### config.mk
export PLATFORM = sky130hd
export DESIGN_NAME = uart_rx
export DESIGN_NICKNAME = d
export VERILOG_FILES = /design/src/rtl/uart_rx.sv
export SDC_FILE = /design/constraint.sdc
export NUM_CORES = 1
export LEC_CHECK = 0
export CORE_ASPECT_RATIO = 0.8
export CORE_MARGIN = 2
export CORE_UTILIZATION = 50
export DETAILED_ROUTE_END_ITERATION = 12
export PLACE_DENSITY = 0.73
export SYNTH_ARGS = -nofsm -noshare
export SYNTH_HDL_FRONTEND = slang
export SYNTH_SLANG_ARGS = --single-unit
### constraint.sdc
create_clock -name clk -period 1.9 [get_ports clk]
set_clock_uncertainty 0.15 [all_clocks]
set_input_delay 0.38 -clock clk [delete_from_list [all_inputs] [get_ports clk]]
set_output_delay 0.38 -clock clk [all_outputs]
set_load 0.02 [all_outputs]
### src/rtl/uart_rx.sv
// uart_rx: oversampling 8N1 serial receiver with a valid/ready byte output.
// The raw line is double-flopped, start bits are confirmed at mid-bit, data
// bits are sampled LSB first at mid-bit, and each good frame is offered to the
// downstream buffer through a single holding register.
module uart_rx #(
  parameter int CLKS_PER_BIT = 868,
  parameter int DATA_BITS    = 8
) (
  input  logic                 clk,
  input  logic                 rst,
  input  logic                 rx,
  output logic [DATA_BITS-1:0] out_data,
  output logic                 out_valid,
  input  logic                 out_ready,
  output logic                 frame_err,
  output logic                 overrun,
  output logic                 busy
);

  localparam int CNT_W = $clog2(CLKS_PER_BIT);
  localparam int IDX_W = $clog2(DATA_BITS);

  localparam logic [CNT_W-1:0] HALF_LAST = CNT_W'(CLKS_PER_BIT / 2 - 1);
  localparam logic [CNT_W-1:0] BIT_LAST  = CNT_W'(CLKS_PER_BIT - 1);
  localparam logic [IDX_W-1:0] IDX_LAST  = IDX_W'(DATA_BITS - 1);

  // Reject parameter values the bit timing cannot support.
  if (CLKS_PER_BIT < 4) begin : g_cpb_check
    $error("uart_rx: CLKS_PER_BIT must be 4 or more");
  end
  if ((DATA_BITS < 5) || (DATA_BITS > 8)) begin : g_bits_check
    $error("uart_rx: DATA_BITS must be in 5..8");
  end

  typedef enum logic [2:0] {
    S_IDLE      = 3'd0,
    S_START     = 3'd1,
    S_DATA      = 3'd2,
    S_STOP      = 3'd3,
    S_WAIT_IDLE = 3'd4
  } state_e;

  state_e               state_q, state_d;
  logic [CNT_W-1:0]     cnt_q, cnt_d;
  logic [IDX_W-1:0]     idx_q, idx_d;
  logic [DATA_BITS-1:0] shift_q, shift_d;
  logic [DATA_BITS-1:0] data_q, data_d;
  logic                 valid_q, valid_d;
  logic                 ferr_q, ferr_d;
  logic                 ovr_q, ovr_d;
  logic                 busy_q, busy_d;
  logic                 sync1_q, sync2_q;
  logic                 rx_s;

  assign rx_s = sync2_q;

  // Two-flop synchronizer for the asynchronous line; resets to idle-high.
  always_ff @(posedge clk or posedge rst) begin
    if (rst) begin
      sync1_q <= 1'b1;
      sync2_q <= 1'b1;
    end else begin
      sync1_q <= rx;
      sync2_q <= sync1_q;
    end
  end

  // Next-state, counters, shift register and output holding register.
  always_comb begin
    state_d = state_q;
    cnt_d   = cnt_q;
    idx_d   = idx_q;
    shift_d = shift_q;
    data_d  = data_q;
    ferr_d  = 1'b0;
    ovr_d   = 1'b0;

    // A completed transfer empties the holding register unless a load
    // below overrides it on the same cycle.
    if (valid_q && out_ready) begin
      valid_d = 1'b0;
    end else begin
      valid_d = valid_q;
    end

    case (state_q)
      S_IDLE: begin
        cnt_d = {CNT_W{1'b0}};
        if (!rx_s) begin
          state_d = S_START;
        end else begin
          state_d = S_IDLE;
        end
      end

      S_START: begin
        if (cnt_q == HALF_LAST) begin
          if (rx_s) begin
            // Line went back high before mid-bit: treat as a glitch.
            state_d = S_IDLE;
          end else begin
            state_d = S_DATA;
            cnt_d   = {CNT_W{1'b0}};
            idx_d   = {IDX_W{1'b0}};
          end
        end else begin
          cnt_d = cnt_q + CNT_W'(1);
        end
      end

      S_DATA: begin
        if (cnt_q == BIT_LAST) begin
          // Shift in from the top so the first bit ends up in bit 0.
          shift_d = {rx_s, shift_q[DATA_BITS-1:1]};
          cnt_d   = {CNT_W{1'b0}};
          if (idx_q == IDX_LAST) begin
            idx_d   = {IDX_W{1'b0}};
            state_d = S_STOP;
          end else begin
            idx_d = idx_q + IDX_W'(1);
          end
        end else begin
          cnt_d = cnt_q + CNT_W'(1);
        end
      end

      S_STOP: begin
        if (cnt_q == BIT_LAST) begin
          cnt_d = {CNT_W{1'b0}};
          if (rx_s) begin
            if (!valid_q || out_ready) begin
              data_d  = shift_q;
              valid_d = 1'b1;
            end else begin
              ovr_d = 1'b1;
            end
            state_d = S_IDLE;
          end else begin
            ferr_d  = 1'b1;
            state_d = S_WAIT_IDLE;
          end
        end else begin
          cnt_d = cnt_q + CNT_W'(1);
        end
      end

      S_WAIT_IDLE: begin
        // Hold off until the line returns high so a break reports once.
        if (rx_s) begin
          state_d = S_IDLE;
        end else begin
          state_d = S_WAIT_IDLE;
        end
      end

      default: begin
        state_d = S_IDLE;
        cnt_d   = {CNT_W{1'b0}};
        idx_d   = {IDX_W{1'b0}};
      end
    endcase

    busy_d = (state_d != S_IDLE);
  end

  // State and output registers.
  always_ff @(posedge clk or posedge rst) begin
    if (rst) begin
      state_q <= S_IDLE;
      cnt_q   <= {CNT_W{1'b0}};
      idx_q   <= {IDX_W{1'b0}};
      shift_q <= {DATA_BITS{1'b0}};
      data_q  <= {DATA_BITS{1'b0}};
      valid_q <= 1'b0;
      ferr_q  <= 1'b0;
      ovr_q   <= 1'b0;
      busy_q  <= 1'b0;
    end else begin
      state_q <= state_d;
      cnt_q   <= cnt_d;
      idx_q   <= idx_d;
      shift_q <= shift_d;
      data_q  <= data_d;
      valid_q <= valid_d;
      ferr_q  <= ferr_d;
      ovr_q   <= ovr_d;
      busy_q  <= busy_d;
    end
  end

  assign out_data  = data_q;
  assign out_valid = valid_q;
  assign frame_err = ferr_q;
  assign overrun   = ovr_q;
  assign busy      = busy_q;

endmodule

Word-level counts from Yosys, hierarchy flattened
Index checks and enable logic that the tools add are counted.
- memories kept: 0
- memory bits (writable): 0
- input bits: 4
- logic and storage cells: 66
- bits in latches: 0
- ROM bits: 0
- bits in registers: 38
- output and inout port bits: 12
- add/sub/neg operators: 2
- multiplexer cells: 29
- div/mod/pow operators: 0
- reductions and logical operators: 11
- shift operators: 0
- eq/ne operators: 11
- multipliers: 0
- order comparisons: 0
- bitwise gates (word level): 2
- operators by type and width (cell ; count):
    two-way mux 10 bit ; 3
    case mux 10 bit (3 select lines) ; 1
    two-way mux 3 bit ; 9
    case mux 3 bit (5 select lines) ; 1
    two-way mux 1 bit ; 13
    adder 10 x 1 -> 10 bit (second input constant) ; 1
    == test 10 bit (second input constant) ; 1
    == test 10 x 9 -> 1 bit (second input constant) ; 1
    case mux 3 bit (3 select lines) ; 1
    AND reduction 4 bit ; 2
    == test 3 x 2 -> 1 bit (second input constant) ; 2
    == test 3 bit (second input constant) ; 2
    inequality test 2 bit (second input constant) ; 3
    AND reduction 2 bit ; 2
    adder 3 x 1 -> 3 bit (second input constant) ; 1
    == test 3 x 1 -> 1 bit (second input constant) ; 1
    zero test 3 bit ; 1
    inequality test 3 bit (second input constant) ; 1
    nonzero test 3 bit ; 1
    OR reduction 3 bit ; 1
    two-way mux 2 bit ; 1
    inverter 1 bit ; 2
    OR reduction 2 bit ; 1
    logical AND 1 bit ; 1
    other kinds (2) ; 2

Logic depth before layout (Yosys ltp)
- depth after elaboration: 6
- mapped depth: 6
- depth with buffers taken out: 6

Worst setup path after synthesis
OpenSTA, ideal clock, no wires.
- path kind: reg2reg
- start point: reg cnt_q[0]
- end point: reg shift_q[0]
- cell stages (with the launch flop): 6
- path slack: -0.020 ns
- clock period less this slack: 1.920 ns
- buffers on the path: 0
- data arrival time: 1.645 ns
- library setup time: 0.125 ns
- required time: 1.625 ns
- path through: dfrtp_1 ha_1 and4b_1 nand3_2 nor3_4 mux2_2
- cells in the longest elaborated chain, start to end: 2
- RTL lines (element ; RTL line ; source):
    from (decl) ; 44 ; logic [CNT_W-1:0] cnt_q, cnt_d;
    from (signal assigned) ; 170 ; cnt_q <= {CNT_W{1'b0}};
    from (signal assigned) ; 180 ; cnt_q <= cnt_d;
    == test 10 bit ; 112 ; if (cnt_q == BIT_LAST) begin
    AND reduction 2 bit (no line) ; - ;
    to (signal assigned) ; 172 ; shift_q <= {DATA_BITS{1'b0}};
    to (signal assigned) ; 182 ; shift_q <= shift_d;
    to (decl) ; 46 ; logic [DATA_BITS-1:0] shift_q, shift_d;
Every way passes these cells.
A chain may end at the register's enable or synchronous reset.

Worst setup path after layout
- start point: reg cnt_q[0]
- end point: reg state_q[0]
- cells in the longest elaborated chain, start to end: 3
- elaborated cells between the ends (all ways): 6
- classes of those cells: eq/ne (2); mux (4)
- RTL lines (element ; RTL line ; source):
    == test 10 bit / == test 10 x 9 -> 1 bit (equally long branches) ; 112, 128, 97 ;
    two-way mux 3 bit (on tied branches) ; 128, 112, 97 ;
    case mux 3 bit (5 select lines) (*) ; 86 ; case (state_q)
    via state_d[0] ; 43 ; state_e state_q, state_d;
    to (signal assigned) ; 179 ; state_q <= state_d;
    to (decl) ; 43 ;
Mark *: on every way through the listed nets, which the timed path passes. The rest lies on a longest branch.

==> results.md <==
* Status: complete, but fails checks
* Failing checks: negative setup slack
* Drt pass-1 iters at 4
* RSZ-0062 raised after global routing: true
* Die W at between 70 and 80 um
* Switching share of power at 0.197
* Largest net degree at the start of global routing at 39
* Total GRT Usage at 0.222
* Hold Slack at around 0.21 ns
* Tot Pwr at 1680 uW
* Synthesized instance count at 163
* Final worst path period need at 2.00 ns
* Post-synth EDFFs at 0
* Worst setup endpoint: state_q[0]
* Post-route antenna net violation count at 0
* Max cap viols at 0
* Synthesized net count at between 150 and 200
* Flops & latches, synth at 38
* Cells on worst reg2reg path at 5
* Diodes inserted at 0
* Worst Setup SP: cnt_q[0]
* Sequential Power Share at 0.484
* H-Tree Depth at 2
* Port bufs at 15
* Post-synthesis mux area share at 0.125
* Drt total wl at 4770 um
* Vias per cell at about 6
* Crit path kind: reg2reg
* FF-to-FF Start: cnt_q[0]
* Wirelength per Cell at approximately 19 um
* Seq/Total Area, Yosys at 0.506
* P_leak at 0.00118 uW
* Worst vdd ir at 0.611 mV
* Grt ovf at 0
* Clock latency on the worst-skew pair at ~0.30 ns
* Routed vias at 1558
* Max Root-Sink Buffers at 2
* # setup viols final at 13
* DRC at 0
* Final hold violation count at 0
* Clock-pin slew on the worst setup and hold paths at 0.08 ns
* Gpl congestion at between 0.8 and 0.9
* CORE AREA at about 3500 um^2
* Pwr Density at between 600 and 700 nW/um^2
* DIE AREA at 4280 um^2
* XOR/XNOR Fraction of Synth Area at 0.00464
* CP arrival at between 2 and 2.5 ns
* Fmax at 0.501 GHz
* Post-synthesis simple-gate area fraction at 0.196
* Synthesized area at ~1900 um^2
* Clock share of power at 0.496
* IO Pins at 16
* Most frequent cells in the layout: dfrtp_1 (34), buf_4 (22), mux2_2 (15), clkdlybuf4s50_1 (15), nand2_1 (9)
* Crit start category: flip-flop
* Commonest non-fill, non-tap cell in the layout: dfrtp_1
* FF-to-FF End: state_q[0]
* Nets at 218
* Row count at 19
* R2r setup slk at -0.1 ns
* Hold Buf Count CTS at 0
* Compound-Gate Fraction of Synth Area at 0.123
* P&R area growth vs syn at 36.6%
* Clock sink count at 38
* Ys flop type: dfrtp_1
* Worst-path fanout max at 4
* CP Capture Type: flip-flop
* Clk root buf: clkbuf_8
* Register Area at approximately 960 um^2
* Slew margin rel. at 0.710
* Initial antenna violation count at 0
* Fillers at 240
* TritonCTS clock tree: done
* Largest family of logic cells by synthesized area: simple AND/OR/NAND/NOR gates
* Slew Viols, Final at 0
* Global-route wire length before repair at between 7000 and 8000 um
* Number of global-route vias before repair at between 1000 and 1500
* Int Pwr at between 1000 and 1500 uW
* Final Cycle Share at 1.05
* DP Wirelength at roughly 2800 um
* Die Span Y at just under 60 um
* Post-synthesis cell type count at 45
* Initial Util at 0.536
* Fraction of layout cells with a size suffix above 1 at 0.393
* Ys async rst share at 1.00
* Comb power frac at 0.020
* Req. time, crit path at a little under 2 ns
* DRT iter0 DRCs at 63
* Area of the multi-input gates at about 1000 um^2
* Syn Area/Cell at roughly 12 um^2
* Switching power at roughly 330 uW
* Worst hold path class: reg2reg
* Worst Tran Pin Value at approximately 0.43 ns
* Number of synthesis warnings at 0
* Post-Synth Adder-Cell Area at 0.0265
* Worst Slack Setup Final at -0.0965 ns
* CTS Buf Count at 5
[how the worst min path moves through the flow]
stage,startpoint,depth (start not counted),to
floorplan,sync1_q,0,rx_s
global placement,sync1_q,0,rx_s
detailed placement,sync1_q,0,rx_s
CTS,sync1_q,0,rx_s
global route,sync1_q,0,rx_s
finish,sync1_q,0,rx_s
[layout make-up]
class                   instances  share of cell area
repair buffers                 44               0.160
clock buffers                   5              0.0267
flip-flops and latches         38               0.371
clock inverters                 3              0.0267
well taps                      42              0.0204
multi-input cells             117               0.389
inverters                       4             0.00583
[layer usage]
layer,part of all wire,global-route usage,up-vias,wire (um)
met4,0.023,0.0741,0,109
met5,0,0,-,0
met3,0.054,0.0497,14,257
li1,-,-,704,-
met2,0.50,0.349,52,2360
met1,0.43,0.307,788,2040
[repair_timing]
item	in CTS	in global routing
endpoints found under the setup margin	21	32
cloned	0	0
pin swaps	1	6
gates resized for setup	5	30
setup buffers	5	3
[power groups by stage]
stage	registers [uW]	logic (uW)	clock network, uW
floorplan	829	16.5	0
global placement	830	33.3	0
detailed placement	830	34.8	0
CTS	814	34.9	844
global route	815	38.7	865
finish	815	33.6	835
[stage by stage]
step            util  instances  cell area [um^2]  setup slack, ns  TNS [ns]
2_1_floorplan      -        163              1890          -0.0197    -0.157
3_3_place_gp   0.639        237              2250          -0.0122   -0.0354
3_5_place_dp   0.639        237              2250          -0.0700    -0.190
4_1_cts        0.696        250              2450         -0.00506   -0.0139
5_1_grt        0.732        253              2570           -0.114     -1.75
6_report       0.732        253              2570          -0.0965    -0.715
[cells in the mapped netlist, drive strengths merged (3+ instances only)]
library cell	n	area share
a31oi	5	0.023
and3	4	0.013
dfrtp	36	0.48
ha	4	0.027
inv	4	0.0080
mux2	19	0.11
nand2	9	0.018
nand2b	3	0.010
nand3	7	0.024
nand4	3	0.010
nor2	8	0.017
nor2b	4	0.013
nor3	5	0.022
nor4	4	0.013
o211ai	3	0.012
o21ai	12	0.032
o2bb2ai	3	0.014
[state kept, by name (all words and copies together) (netlist names)]
name and count:
busy 1, cnt_q 10, frame_err 1, idx_q 3, out_data 8, out_valid 1
overrun 1, rx_s 1, shift_q 8, state_q 3, sync1_q 1
[critical path, stage by stage (launching register included)]
cell and delay, ns:
dfrtp_2 0.47, ha_4 0.18, and4b_2 0.27, and3_4 0.22
mux4_2 0.51, nor2_2 0.13
[logic make-up after synthesis]
group	Yosys count
and+or+nand+nor	58
DFF	38
AOI/OAI and AO/OA	34
muxes	20
buffers and inverters	8
adders and majority gates	4
xor gates and xnor gates	1
Note: power is estimated with default switching activity, not from simulation.
==> edit 1 (same settings) <==
The parameter `CLKS_PER_BIT` goes from 868 to 434.
--- a/src/rtl/uart_rx.sv
+++ b/src/rtl/uart_rx.sv
@@ -3,7 +3,7 @@
 // bits are sampled LSB first at mid-bit, and each good frame is offered to the
 // downstream buffer through a single holding register.
 module uart_rx #(
-  parameter int CLKS_PER_BIT = 868,
+  parameter int CLKS_PER_BIT = 434,
   parameter int DATA_BITS    = 8
 ) (
   input  logic                 clk,
Function: no difference found for any inputs over 10 cycles, from zero or initial values and one cycle with rst high; that may be too few to reach the edited logic, so the function may still have changed.
==> edit 1 against the unedited design <==
The flow still finishes with violations (negative setup slack); sequential power down 2.6%; sequential cell count down 1; design area down 1.0%; maximum frequency up 0.65%; setup slack better by 0.013 ns; total power down 8.9%; routed wire length down 0.99%; via count down 8.3%; critical path depth up 2; count of clock-buffer cells in the layout up 1; core utilization up 1.3 points; synthesized area down 4.8%; largest cell class unchanged; highest routed layer unchanged.
==> edit 1: results (changes against the unedited design) <==
| Metric | Value |
|---|---|
| Critical Path Fanout Max | `8 (+4)` |
| First-pass GRT wire length | `7190 um (+0.18%)` |
| Wire length per cell | `19.4 um (+3.1%)` |
| Reg-to-reg startpoint | `cnt_q[1]` |
| Critical path's slowest cell | `dfrtp_1` |
| Final worst slack | `-0.0835 ns (+0.0130 ns)` |
| RR Endpoint | `out_data[7]` |
| Register bit count reported by yosys | `37 (-2.6%)` |
| Total negative slack | `-1.03 ns (-0.318 ns)` |
| Non-Clock Inverter Count | `11 (+7)` |
| Dpl cells | `227 (-4.2%)` |
| Syn Area/Cell | `11.8 um^2 (+2.0%)` |
| Max reg flops | `9 (-1)` |
| PnR Total Power | `1530 uW (-8.9%)` |
| Status | `finished, violations left` |
| Dpl hpwl | `2840 um (-0.19%)` |
| Pin count of the biggest net entering global routing | `25 (-36%)` |
| Crit path arrival time | `2.02 ns (-0.06 ns)` |
| #MultiIn Comb | `101 (-14%)` |
| Final RePlAce weighted congestion | `0.791 (-9.0%)` |
| Max VDD drop | `591 uV (-3.3%)` |
| Vias in the first global route | `1472 (+0.41%)` |
| Via count | `1429 (-8.3%)` |
| NonClk Buf Share | `0.159 (-0.00130)` |
| Hold Crit Class | `flip-flop to flip-flop` |
| Total internal power | `1230 uW (-9.2%)` |
| # nets final | `209 (-4.1%)` |
| Synth cell types | `44 (-2.2%)` |
| Clock-cell share | `0.0471 (-0.00632)` |
| Clkbuf count | `6 (+1)` |
| Synth Net Count | `161 (-5.8%)` |
| Vias per cell | `5.88 (-4.5%)` |
| IO Port Bufs | `15 (unchanged)` |
| LEAKAGE | `0.00111 uW (-5.7%)` |
| Filler Cell Count | `215 (-10%)` |
| CP peak stage delay | `0.39 ns (-0.12 ns)` |
| Hold Crit Start | `sync1_q` |
| Failing checks | `negative setup slack` |
| Num CTS Buffers | `5 (unchanged)` |
| Worst-Skew Late Latency | `0.30 ns (about the same)` |
| Iter 0 DRT Violations | `136 (+120%)` |
| Worst relative slew slack | `0.707 (-0.00325)` |
| Final setup violation count | `18 (+5)` |
| Tot GR Track Use | `0.238 (+0.0158)` |
| FF+latch area | `932 um^2 (-2.5%)` |
| Register area share after synthesis | `0.517 (+0.0118)` |
| Multi-input combinational area share | `0.392 (+0.00254)` |
| Largest Register | `cnt_q` |
| Top cells by count, synth | `dfrtp_1, mux2_2, nand2_1, inv_1, nor2_1` |
| Worst reg-to-reg path cell count | `7 (+2)` |
| Fraction of layout cells with a size suffix above 1 | `0.448 (+0.0544)` |
edit 1: cell types whose count changed after synthesis, sizes merged, moves of 3 or more:
cell,change
a31oi,-5
and3,-4
inv,+7
mux2i,+3
nand2,+3
nand3,-3
nor2b,-3
nor3b,+3
o21ai,-7
o221ai,+3
edit 1: kinds of logic after synthesis:
family,synth area share
compound gates,0.0914
xor+xnor,0.0146
fa+ha+maj,0.0349
buf+inv,0.0307
flops,0.517
mux,0.126
simple gates,0.186
edit 1: metrics by stage:
step	hold slack (ns)	utilization	setup WS (ns)	instance area (um^2)
finish	0.212	0.745	-0.0835	2550
global route	0.211	0.745	-0.166	2550
CTS	0.209	0.695	-0.0796	2380
detailed placement	0.198	0.634	-0.132	2170
global placement	0.196	0.634	-0.0432	2170
floorplan	0.195	-	-0.0748	1800
edit 1: routing by layer:
layer,GRT usage,part of all wire,up-vias
li1,-,-,642
met1,0.295,0.40,724
met2,0.371,0.50,42
met3,0.0636,0.045,21
met4,0.154,0.047,0
met5,0,0,-
edit 1: critical path, delay by kind of cell (launching register included):
kind,cells,cell delay (ns)
buffers and inverters,2,0.26
DFF,1,0.39
muxes,1,0.30
and+or+nand+nor,3,0.65
adders and majority gates,1,0.13
edit 1: how the worst max path moves through the flow:
stage | slack (ns) | to | from | depth (start not counted)
after floorplan | -0.07 | out_data[0] | cnt_q[1] | 6
after global placement | -0.04 | out_data[4] | out_ready | 5
after detailed placement | -0.13 | state_q[0] | cnt_q[0] | 6
after CTS | -0.08 | out_data[2] | cnt_q[1] | 7
after global routing | -0.17 | idx_q[2] | cnt_q[1] | 8
final | -0.08 | out_data[7] | cnt_q[1] | 7
edit 1: what timing repair did:
item	CTS	global route
pin swaps	4	6
endpoints found under the hold margin	0	0
endpoints found under the setup margin	22	30
buffers inserted	3	5
resized for setup	20	26
==> edit 2 (same flow settings) <==
Made on the original files. Make the reset (`rst`) synchronous in 2 clocked blocks. Comments in the files are not updated.
--- a/src/rtl/uart_rx.sv
+++ b/src/rtl/uart_rx.sv
@@ -55,7 +55,7 @@
   assign rx_s = sync2_q;
 
   // Two-flop synchronizer for the asynchronous line; resets to idle-high.
-  always_ff @(posedge clk or posedge rst) begin
+  always_ff @(posedge clk) begin
     if (rst) begin
       sync1_q <= 1'b1;
       sync2_q <= 1'b1;
@@ -164,7 +164,7 @@
   end
 
   // State and output registers.
-  always_ff @(posedge clk or posedge rst) begin
+  always_ff @(posedge clk) begin
     if (rst) begin
       state_q <= S_IDLE;
       cnt_q   <= {CNT_W{1'b0}};
Function: differs if rst is asserted again (counterexample within 4 cycles, from zero or initial values and one cycle with rst high); with rst held inactive, the same outputs for 10 cycles.
==> edit 2 against the unedited design <==
The run still ends with negative setup slack left; sequential cell count unchanged; synthesized area decreased by 4.2%; non-clock buffer count increased by 4; design area decreased by 3.9%; routed wire length decreased by 15%; setup slack got worse by 0.0052 ns; highest routed layer unchanged.
Power is not compared: it rests on default switching activity, and its combinational part moved more than twofold at a synthesized area within 25%.
==> edit 2: results (changes against the unedited design) <==
| Metric | Value |
|---|---|
| Dpl cells | `262 (+11%)` |
| GRT met3 Usage | `0.0748 (+0.0251)` |
| Pin count of the biggest net entering global routing | `14 (-64%)` |
| Hold EP | `rx_s` |
| M1 GR Usage | `0.260 (-0.0473)` |
| Worst reg-to-reg path cell count | `6 (+1)` |
| YS warnings | `0 (unchanged)` |
| Fraction of layout cells with a size suffix above 1 | `0.315 (-0.0785)` |
| Register area share after synthesis | `0.421 (-0.0843)` |
| H-tree levels | `2 (unchanged)` |
| Via count | `1543 (-0.96%)` |
| Tot GR Track Use | `0.213 (-0.00869)` |
| Final setup violation count | `11 (-2)` |
| # nets final | `242 (+11%)` |
| Max reg flops | `10 (unchanged)` |
| Final worst slack | `-0.102 ns (-0.00519 ns)` |
| Dpl hpwl | `2630 um (-7.5%)` |
| Drt pass-1 iters | `4 (unchanged)` |
| Syn Area/Cell | `9.65 um^2 (-17%)` |
| Reg clk slew, reported paths | `0.08 ns (about the same)` |
| Synth Net Count | `195 (+14%)` |
| Clock buffer depth | `2 (unchanged)` |
| Worst Setup EP | `idx_q[0]` |
| Largest Register | `cnt_q` |
| Hold Crit Start | `sync1_q` |
| Hold Crit Class | `flip-flop to flip-flop` |
| IO Port Bufs | `15 (unchanged)` |
| Post-synth EDFFs | `0 (unchanged)` |
| Total negative slack | `-0.498 ns (+0.217 ns)` |
| Top-area cell type share of the netlist area | `0.421 (-0.0564)` |
| Num CTS Buffers | `5 (unchanged)` |
| Critical Path Fanout Max | `6 (+2)` |
| Crit path arrival time | `2.04 ns (-0.04 ns)` |
| CTS root buf | `clkbuf_8` |
| Total internal power | `around 1400 uW` |
| First-pass GRT wire length | `6780 um (-5.5%)` |
| Synth cell types | `47 (+4.4%)` |
| Wire length per cell | `14.7 um (-22%)` |
| Hold Crit Depth | `1 (+1)` |
| Status | `finished, violations left` |
| Worst-Margin Slew | `0.542 ns (+0.108 ns)` |
| Ant. Diodes | `0 (unchanged)` |
| Critical path's top delay family | `simple AND/OR/NAND/NOR gates` |
| CP Launch Point | `cnt_q[0]` |
| Met2 Use GR | `0.347 (-0.00279)` |
| Final Non-Filler Cells | `277 (+9.5%)` |
| Critical path's slowest cell | `or3b_4` |
| Max VDD drop | `approximately 590 uV` |
| Ys async rst share | `0 (-1.00)` |
| LEAKAGE | `around 0.00097 uW` |
| CP peak stage delay | `0.43 ns (-0.08 ns)` |
| Iter 0 DRT Violations | `127 (+100%)` |
| Failing checks | `negative setup slack` |
| Worst-Skew Late Latency | `roughly 0.29 ns` |
| Crit path kind | `flip-flop to flip-flop` |
| Top cells by count, synth | `dfxtp_1, nor2_1, mux2i_1, nand3_1, a21oi_1` |
| Top post-synthesis cells by area | `dfxtp_1, mux2i_1, nor2_1` |
| Antenna violations before repair | `0 (unchanged)` |
| Final RePlAce weighted congestion | `0.852 (-2.0%)` |
| Placed Area | `2140 um^2 (-4.7%)` |
edit 2: stage by stage:
stage	util	total power, uW	hold slack, ns	setup WS, ns
after floorplan	-	863	0.239	-0.00214
final	0.718	1710	0.262	-0.102
after global routing	0.718	1760	0.286	-0.186
after global placement	0.622	885	0.241	-0.0163
after CTS	0.693	1710	0.264	-0.0990
after detailed placement	0.622	886	0.245	-0.141
edit 2: kinds of logic (layout without fill, tap and decap cells):
logic type	Yosys count	after routing	synth area share
AND/OR/NAND/NOR	82	82	0.258
flip-flops	38	38	0.421
AO/OA/AOI/OAI	25	25	0.113
multiplexers	20	20	0.111
buffers and inverters	16	64	0.0589
adder cells (fa/ha/maj)	4	4	0.0277
XOR/XNOR	2	2	0.00970
edit 2: power by group through the flow:
stage	clock network, uW	logic [uW]	registers, uW
5_1_grt	870	83.9	805
4_1_cts	837	71.6	804
3_3_place_gp	0	60.2	824
6_report	827	77.4	805
2_1_floorplan	0	38.4	825
3_5_place_dp	0	61.6	825
edit 2: cell type report:
type | count | area (um^2)
Clock buffer | 5 | 68.8
Tap cell | 42 | 52.6
Sequential cell | 38 | 766
Fill cell | 232 | 973
Inverter | 8 | 30.0
Multi-Input combinational cell | 133 | 1040
Timing Repair Buffer | 48 | 449
Clock inverter | 3 | 68.8
edit 2: routing by layer:
| metal | share of wire | wire length (um) |
|---|---|---|
| met5 | 0 | 0 |
| met4 | 0.024 | 97 |
| met3 | 0.073 | 299 |
| met2 | 0.47 | 1930 |
| met1 | 0.43 | 1740 |
edit 2: what timing repair did:
item | in CTS | in global routing
gates cloned | 1 | 0
pin swaps | 10 | 15
endpoints found under the setup margin | 27 | 30
buffers inserted | 4 | 3
gates resized for setup | 15 | 17
